**config.mk**
```make
export PLATFORM = sky130hd
export DESIGN_NAME = frame_buffer_writer
export DESIGN_NICKNAME = d
export VERILOG_FILES = /design/src/rtl/renderer_pkg.sv /design/src/rtl/fb_addr_calc.sv /design/src/rtl/frame_buffer_writer.sv
export SDC_FILE = /design/constraint.sdc
export NUM_CORES = 1
export LEC_CHECK = 0
export CAP_MARGIN = 30
export CORE_AREA = 2 2 111 113
export CTS_CLUSTER_SIZE = 30
export DETAILED_ROUTE_END_ITERATION = 10
export DIE_AREA = 0 0 113 115
export PLACE_DENSITY = 0.71
export REMOVE_ABC_BUFFERS = 1
export SLEW_MARGIN = 20
export SYNTH_ARGS = -nofsm -noshare
export SYNTH_HDL_FRONTEND = slang
export SYNTH_SLANG_ARGS = --single-unit
```
**constraint.sdc**
```tcl
create_clock -name clk_in -period 2.2 [get_ports clk_in]
set_input_delay 0.44 -clock clk_in [delete_from_list [all_inputs] [get_ports clk_in]]
set_output_delay 0.44 -clock clk_in [all_outputs]
set_load 0.05 [all_outputs]
```
**src/rtl/renderer_pkg.sv**
```systemverilog
// rtl/renderer_pkg.sv - shared renderer types and default frame geometry
// Contents:
//   DEF_H_RES / DEF_V_RES  default visible resolution, shared with the display reader
//   rgb565_t               packed RGB565 pixel {r[4:0], g[5:0], b[4:0]}
//   fb_state_t             frame buffer writer states {CLEAR, RUN, DRAIN}
package renderer_pkg;

    localparam int DEF_H_RES = 320;
    localparam int DEF_V_RES = 180;

    typedef struct packed {
        logic [4:0] r;
        logic [5:0] g;
        logic [4:0] b;
    } rgb565_t;

    typedef enum logic [1:0] {
        CLEAR,
        RUN,
        DRAIN
    } fb_state_t;

endpackage

```
**src/rtl/fb_addr_calc.sv**
```systemverilog
// rtl/fb_addr_calc.sv - two-stage pipelined linear address y*H_RES+x with bounds flag
// Ports:
//   clk_in, rst_n_in     clock, asynchronous active-low reset
//   valid_in             pixel enters stage 1 this cycle
//   x_in, y_in, color_in pixel coordinates and colour
//   valid_out            stage 2 holds a pixel
//   in_bounds_out        x<H_RES && y<V_RES for the stage 2 pixel
//   last_out             stage 2 pixel is in bounds and lands on address H_RES*V_RES-1
//   addr_out, color_out  stage 2 address and colour
//   occupied_out         either stage holds a pixel
module fb_addr_calc
    import renderer_pkg::*;
#(
    parameter int H_RES  = DEF_H_RES,
    parameter int V_RES  = DEF_V_RES,
    parameter int ADDR_W = $clog2(H_RES * V_RES)
) (
    input  logic              clk_in,
    input  logic              rst_n_in,
    input  logic              valid_in,
    input  logic [10:0]       x_in,
    input  logic [9:0]        y_in,
    input  rgb565_t           color_in,
    output logic              valid_out,
    output logic              in_bounds_out,
    output logic              last_out,
    output logic [ADDR_W-1:0] addr_out,
    output rgb565_t           color_out,
    output logic              occupied_out
);

    // Wide enough for 1023*H_RES + 2047 at any sensible resolution, so an
    // out-of-range pixel never aliases onto the last address.
    localparam int FULL_W = 22;

    logic              s1_valid;
    logic [10:0]       s1_x;
    logic [9:0]        s1_y;
    logic [FULL_W-1:0] s1_row;
    rgb565_t           s1_color;
    logic [FULL_W-1:0] addr_full;
    logic              s1_in_bounds;

    assign addr_full    = s1_row + FULL_W'(s1_x);
    assign s1_in_bounds = (s1_x < 11'(H_RES)) && (s1_y < 10'(V_RES));
    assign occupied_out = s1_valid || valid_out;

    always_ff @(posedge clk_in or negedge rst_n_in) begin
        if (!rst_n_in) begin
            s1_valid      <= 1'b0;
            s1_x          <= '0;
            s1_y          <= '0;
            s1_row        <= '0;
            s1_color      <= '0;
            valid_out     <= 1'b0;
            in_bounds_out <= 1'b0;
            last_out      <= 1'b0;
            addr_out      <= '0;
            color_out     <= '0;
        end else begin
            s1_valid <= valid_in;
            if (valid_in) begin
                s1_x     <= x_in;
                s1_y     <= y_in;
                s1_row   <= FULL_W'(y_in) * FULL_W'(H_RES);
                s1_color <= color_in;
            end
            valid_out     <= s1_valid;
            in_bounds_out <= s1_in_bounds;
            last_out      <= s1_in_bounds && (addr_full == FULL_W'(H_RES * V_RES - 1));
            addr_out      <= addr_full[ADDR_W-1:0];
            color_out     <= s1_color;
        end
    end

endmodule

```
**src/rtl/frame_buffer_writer.sv**
```systemverilog
// rtl/frame_buffer_writer.sv - pixel stream to BRAM write port with optional clear engine
// Configuration: FB_CLEAR_EN enables the CLEAR/DRAIN states and honours clear_in.
// Ports:
//   clk_in, rst_n_in          clock, asynchronous active-low reset
//   pixel_valid_in/ready_out  pixel handshake; x_in, y_in, r_in, g_in, b_in carry the pixel
//   clear_in                  pulse requesting a background fill
//   wr_en_out, wr_addr_out,   BRAM write port, data is RGB565
//   wr_data_out
//   busy_out                  clear pending or in progress
//   frame_done_out            pulse with the write to address H_RES*V_RES-1
//   drop_count_out            saturating count of out-of-bounds pixels
module frame_buffer_writer
    import renderer_pkg::*;
#(
    parameter int          H_RES    = DEF_H_RES,
    parameter int          V_RES    = DEF_V_RES,
    parameter int          ADDR_W   = $clog2(H_RES * V_RES),
    parameter logic [15:0] BG_COLOR = 16'h0000
) (
    input  logic              clk_in,
    input  logic              rst_n_in,
    input  logic              pixel_valid_in,
    output logic              pixel_ready_out,
    input  logic [10:0]       x_in,
    input  logic [9:0]        y_in,
    input  logic [4:0]        r_in,
    input  logic [5:0]        g_in,
    input  logic [4:0]        b_in,
    input  logic              clear_in,
    output logic              wr_en_out,
    output logic [ADDR_W-1:0] wr_addr_out,
    output logic [15:0]       wr_data_out,
    output logic              busy_out,
    output logic              frame_done_out,
    output logic [15:0]       drop_count_out
);

    localparam int LAST_ADDR = H_RES * V_RES - 1;
`ifdef FB_CLEAR_EN
    localparam fb_state_t RESET_STATE = CLEAR;
`else
    localparam fb_state_t RESET_STATE = RUN;
`endif

    fb_state_t         state_q, state_d;
    logic [ADDR_W-1:0] clr_addr_q, clr_addr_d;
    logic              busy_q;
    logic              live_q;
    logic              accept;
    rgb565_t           pix_color;
    logic              s2_valid, s2_in_bounds, s2_last, pipe_occupied;
    logic [ADDR_W-1:0] s2_addr;
    rgb565_t           s2_color;

    assign pix_color = '{r: r_in, g: g_in, b: b_in};
    // busy_q also covers the cycle in which the last clear write sits on the
    // output register, so a pixel is never accepted while a clear is visible.
    // live_q keeps ready low while reset is asserted.
    assign pixel_ready_out = live_q && (state_q == RUN) && !busy_q;
    assign accept          = pixel_valid_in && pixel_ready_out;

`ifdef FB_CLEAR_EN
    assign busy_out = busy_q;
`else
    assign busy_out = 1'b0;
    logic unused_cfg;
    assign unused_cfg = clear_in ^ busy_q;
`endif

    fb_addr_calc #(
        .H_RES (H_RES),
        .V_RES (V_RES),
        .ADDR_W(ADDR_W)
    ) u_addr_calc (
        .clk_in       (clk_in),
        .rst_n_in     (rst_n_in),
        .valid_in     (accept),
        .x_in         (x_in),
        .y_in         (y_in),
        .color_in     (pix_color),
        .valid_out    (s2_valid),
        .in_bounds_out(s2_in_bounds),
        .last_out     (s2_last),
        .addr_out     (s2_addr),
        .color_out    (s2_color),
        .occupied_out (pipe_occupied)
    );

    always_comb begin
        state_d    = state_q;
        clr_addr_d = clr_addr_q;
`ifdef FB_CLEAR_EN
        case (state_q)
            RUN: begin
                if (clear_in && !busy_q) state_d = DRAIN;
            end
            DRAIN: begin
                // S3 is the output register; wr_en_out only carries pixel writes here.
                if (!pipe_occupied && !wr_en_out) begin
                    state_d    = CLEAR;
                    clr_addr_d = '0;
                end
            end
            CLEAR: begin
                if (clr_addr_q == ADDR_W'(LAST_ADDR)) state_d = RUN;
                else clr_addr_d = clr_addr_q + ADDR_W'(1);
            end
            default: state_d = RUN;
        endcase
`else
        state_d = RUN;
`endif
    end

    always_ff @(posedge clk_in or negedge rst_n_in) begin
        if (!rst_n_in) begin
            state_q        <= RESET_STATE;
            clr_addr_q     <= '0;
            busy_q         <= 1'b0;
            live_q         <= 1'b0;
            wr_en_out      <= 1'b0;
            wr_addr_out    <= '0;
            wr_data_out    <= '0;
            frame_done_out <= 1'b0;
            drop_count_out <= '0;
        end else begin
            state_q    <= state_d;
            clr_addr_q <= clr_addr_d;
            live_q     <= 1'b1;
            busy_q     <= (state_d != RUN) || (state_q == CLEAR);
            if (state_q == CLEAR) begin
                wr_en_out      <= 1'b1;
                wr_addr_out    <= clr_addr_q;
                wr_data_out    <= BG_COLOR;
                frame_done_out <= 1'b0;
            end else begin
                wr_en_out      <= s2_valid && s2_in_bounds;
                wr_addr_out    <= s2_addr;
                wr_data_out    <= s2_color;
                frame_done_out <= s2_valid && s2_last;
            end
            if (s2_valid && !s2_in_bounds && (drop_count_out != 16'hFFFF))
                drop_count_out <= drop_count_out + 16'd1;
        end
    end

endmodule
```
# After elaboration in Yosys (flattened, before gate mapping)
# Index checks and enable logic that the tools add are counted.
[op_classes] n_addsub=2 n_mul=1 n_lt_le_gt_ge=2 n_eq_ne=2 reduce_logical=8
[op_table] operator="$eq A22 B16 Y1 const B" count=1
[op_table] operator="$add A19 B11 Y20" count=1
[op_table] operator="$add A16 B1 Y16 const B" count=1
[op_table] operator="$ne A16 B16 Y1 const B" count=1
[op_table] operator="$mul A10 B3 Y13 const B" count=1
[op_table] operator="$lt A11 B9 Y1 const B" count=1
[op_table] operator="$lt A10 B8 Y1 const B" count=1
[op_table] operator="$logic_and A1 B1 Y1" count=7
[op_table] operator="$logic_not A1 Y1" count=1
[word_totals] reg_bits=137 in_bits=41

# Depth between registers and ports, before layout
[logic_depth] depth_word=3 depth_mapped=8 mapped_depth_nobuf=8

# By module
# Synthesis repeated with hierarchy kept, for this count alone.
[unflattened] hier_cells=360 hier_area_um2=5270.1
[modules_own_cells] mod="fb_addr_calc" n_inst=1 cells_each=248 area_per_inst_um2=3535.9 seq_area_each_um2=2102.0
[modules_own_cells] mod="frame_buffer_writer" n_inst=1 cells_each=112 area_per_inst_um2=1734.2 seq_area_each_um2=1276.2

# Worst setup path before layout
# OpenSTA, ideal clock, no wires.
[synth_timing] kind="input to register" start="input y_in[1]" end="register u_addr_calc.s1_row[17]" setup_ns=0.136 arrival_time_ns=2.076 setup_slack_ns=-0.011 cell_stages=8 n_path_buf=0 path_cell_list="ha_1 ha_1 fa_1 a21oi_1 o211ai_1 a31oi_1 xor2_1 o21ai_0"
[synth_between] elab_chain_len=1
[synth_lines] item="start: declaration" line="frame_buffer_writer.sv:25" source="input logic [9:0] y_in,"
[synth_lines] item="$mul A10 B3 Y13" line="fb_addr_calc.sv:65" source="s1_row <= FULL_W'(y_in) * FULL_W'(H_RES);"
[synth_lines] item="end signal: assignment" line="fb_addr_calc.sv:65"
[synth_lines] item="end: declaration" line="fb_addr_calc.sv:39" source="logic [FULL_W-1:0] s1_row;"
# Every way passes these cells.
# A chain may end at the register's enable or synchronous reset.

# Worst setup path in the final report
[layout_timing] start="register u_addr_calc.s1_y[0]" end="register u_addr_calc.last_out"
[layout_between] elab_chain_len=3
[layout_lines] item="start: declaration" line="fb_addr_calc.sv:38" source="logic [9:0] s1_y;"
[layout_lines] item="start signal: assignment" line="fb_addr_calc.sv:64" source="s1_y <= y_in;"
[layout_lines] item="$lt A10 B8 Y1" line="fb_addr_calc.sv:45" source="assign s1_in_bounds = (s1_x < 11'(H_RES)) && (s1_y < 10'(V_RES));"
[layout_lines] item="$logic_and A1 B1 Y1" line="fb_addr_calc.sv:45"
[layout_lines] item="$logic_and A1 B1 Y1" line="fb_addr_calc.sv:70" source="last_out <= s1_in_bounds && (addr_full == FULL_W'(H_RES * V_RES - 1));"
[layout_lines] item="end signal: assignment" line="fb_addr_calc.sv:70"
[layout_lines] item="end: declaration" line="fb_addr_calc.sv:26" source="output logic last_out,"
# Every way passes these cells.

==> impl_metrics.tcl <==
set metrics [dict create \
    status "complete, but fails checks" \
    violations "DRC, setup timing" \
    worstMarginPinSlew_ns 0.537 \
    timing.final.crit_share_pct 101 \
    clk_latency_ns 0.41 \
    synthCells 362 \
    grt_use_total_pct 16.3 \
    fin_crit_ns 2.22 \
    routed_via_density 4.95 \
    numPortBuffers 90 \
    setup_viol 1 \
    cts_buffers 17 \
    end_kind "flip-flop" \
    boundaryPins 93 \
    multiInputGateArea_um2 1860 \
    regArea_um2 3380 \
    layout_commonest_cell "dfrtp_1" \
    final_cell_mix "135 x dfrtp_1, 82 x clkdlybuf4s50_1, 41 x mux2_2" \
    n_antenna_cell 0 \
    rows 40 \
    cts_sinks 135 \
    ys_seq_elements 135 \
    yosys_warnings 0 \
    die_area_um2 13000 \
    cp_cell_sequence "ha_2, fa_1, nand3b_1, nor4_2, nand4_1, a2111oi_4, o2111a_1" \
    vias 3240 \
    hold_violations 0 \
    core-area_um2 11800 \
    die_w_um 113 \
    grt_setup_unrepaired "true" \
    drive_above_1_share_pct 24.9 \
    initial_core_util_pct 44.0 \
    grt_max_degree 54 \
    hold_ws_ns 0.333 \
    grt_pass1_vias 3361 \
    dpl_cell_area_um2 6470 \
    postSynth.topFlopCell "dfrtp_1" \
    async_flop_share_pct 100 \
    slew_headroom_pct 64.1 \
    die_h_um 115 \
    tritoncts "yes" \
    slowest_stage "fa_1" \
    area_growth_pct 39.2 \
    place_ws_ns -0.613 \
    dp_hpwl_mm 7.01 \
    wl_mm 9.83 \
    critPathLaunchType "flip-flop" \
    hp-class "in2reg" \
    clock-root-buffer "clkbuf_16" \
    wire_per_inst_um 15.0 \
    worstPathRequired_ns 2.54 \
    cp_max_fo 2 \
    drc_errors 14 \
    synth-edff-count 0 \
    avgSynthCellArea_um2 14.4 \
    path_clk_slew_ns 0.06 \
    clockBufferDepth 2 \
    antenna_found_initial 0 \
    cts.htree.levels 4 \
    final_util_pct 61.3 \
    fillers 887 \
    drt_pass1_iterations 8 \
    final_nets 559 \
    ys_types 51 \
    fin_area_um2 7240 \
    cap_viol_max_count 0 \
    final_antenna_net_count 0 \
    yosysSeqAreaShare_pct 65.0 \
    fin_skew_ns 0.0104 \
    syn_area_um2 5200 \
    p_leak_uw 0.00322 \
    overflow 0 \
    irDropWorstVdd_mv 0.566 \
    place_congestion 0.853 \
    drtIter0Drc 210 \
    cpPeakStageDelay_ns 0.50 \
    slew_violations 0 \
    setup_ws_ns -0.0185 \
    power.density_nw_per_um2 1120 \
    grt_pass1_wl_mm 16.3 \
    clock.fmax_ghz 0.451 \
    crit_type "reg2reg" \
    critical_path_arrival_ns 2.55 \
]
[per-stage QoR]
| stage | setup TNS (ns) | instances | total power (uW) |
|---|---|---|---|
| floorplan | -11.19 | 353 | 4480 |
| global placement | -2.91 | 616 | 5230 |
| detailed placement | -3.48 | 616 | 5280 |
| CTS | -0.0334 | 653 | 8180 |
| global route | -0.181 | 654 | 8540 |
| finish | -0.0185 | 654 | 8140 |
[cell usage after synthesis, types with 3 or more instances]
master    number  area (um^2)
o21ai_0       11         55.1
nor2b_1        3         18.8
nand4_1       11         68.8
mux2_2        41          462
ha_1          22          275
clkbuf_1       5         18.8
dfrtp_1      135         3380
xor2_1        14          123
inv_1          4         15.0
nand3b_1       3         22.5
nor2_1         9         33.8
nand3_1        8         40.0
a21o_1         3         22.5
mux2i_1        3         30.0
xnor2_1       13          114
nand2_1       21         78.8
and3_1         4         25.0
a21oi_1        9         45.0
[critical path: cells and delay by family (launching register included)]
| family | cells | cell delay [ns] |
|---|---|---|
| AND/OR/NAND/NOR | 3 | 0.57 |
| flip-flops | 1 | 0.40 |
| adder cells (fa/ha/maj) | 2 | 0.70 |
| AO/OA/AOI/OAI | 2 | 0.47 |
[sequential cells by signal (all words and copies together) (netlist names), 10 cells and up]
signal,flops
u_addr_calc.addr_out,16
u_addr_calc.s1_row,11
wr_addr_out,16
u_addr_calc.s1_y,10
u_addr_calc.s1_x,11
drop_count_out,16
u_addr_calc.s1_color,16
wr_data_out,16
u_addr_calc.color_out,16
[layout make-up]
class	count	share of cell area (%)
flip-flops and latches	135	46.7
multi-input cells	213	25.6
clock inverters	14	2.39
inverters	5	0.259
repair buffers	122	16.6
clock buffers	18	5.93
well taps	147	2.54
[layer usage]
layer / routed length (um) / track usage, % / part of all wire [%] / vias to the layer above
li1: - / - / - / 1539
met1: 4280 / 20.0 / 44 / 1607
met2: 4860 / 26.1 / 49 / 86
met3: 611 / 6.22 / 6.2 / 8
met4: 80 / 6.67 / 0.81 / 0
met5: 0 / 0 / 0 / -
[report_power, final]
part / internal (uW) / switching, uW / total (uW)
Combinational: 833 / 1230 / 2070
Sequential: 2960 / 280 / 3240
Clock: 1790 / 1040 / 2830
Total: 5590 / 2560 / 8140
[cell families after synthesis]
kind of cell    count (synthesis)  synth area share [%]
flops                         135                  65.0
buf+inv                        14                  1.28
simple gates                   75                  7.87
mux                            45                  9.74
other cells                     2                 0.144
compound gates                 40                  5.39
xor+xnor                       27                  4.55
fa+ha+maj                      24                  6.06
[repair_timing]
action / 4_1_cts / 5_1_grt
hold buffers: 1 / 0
pin swaps: 8 / 6
buffers inserted: 4 / 1
cloned: 0 / 0
endpoints found under the hold margin: 37 / 0
endpoints found under the setup margin: 5 / 8
gates resized for setup: 9 / 15
[path summary, 6_finish.rpt]
path                                          from  slack (ns)  depth (start not counted)                    to
min                                        y_in[0]        0.33                          2   u_addr_calc.s1_y[0]
max reg2reg                    u_addr_calc.s1_y[0]       -0.02                          7  u_addr_calc.last_out
max                            u_addr_calc.s1_y[0]       -0.02                          7  u_addr_calc.last_out
max in group asynchronous                 rst_n_in        1.07                          3   u_addr_calc.s1_y[6]
min in group asynchronous                 rst_n_in        0.51                          2       wr_addr_out[11]
min reg2reg                u_addr_calc.addr_out[9]        0.34                          0        wr_addr_out[9]
No activity file was read; power rests on OpenSTA's default activity.
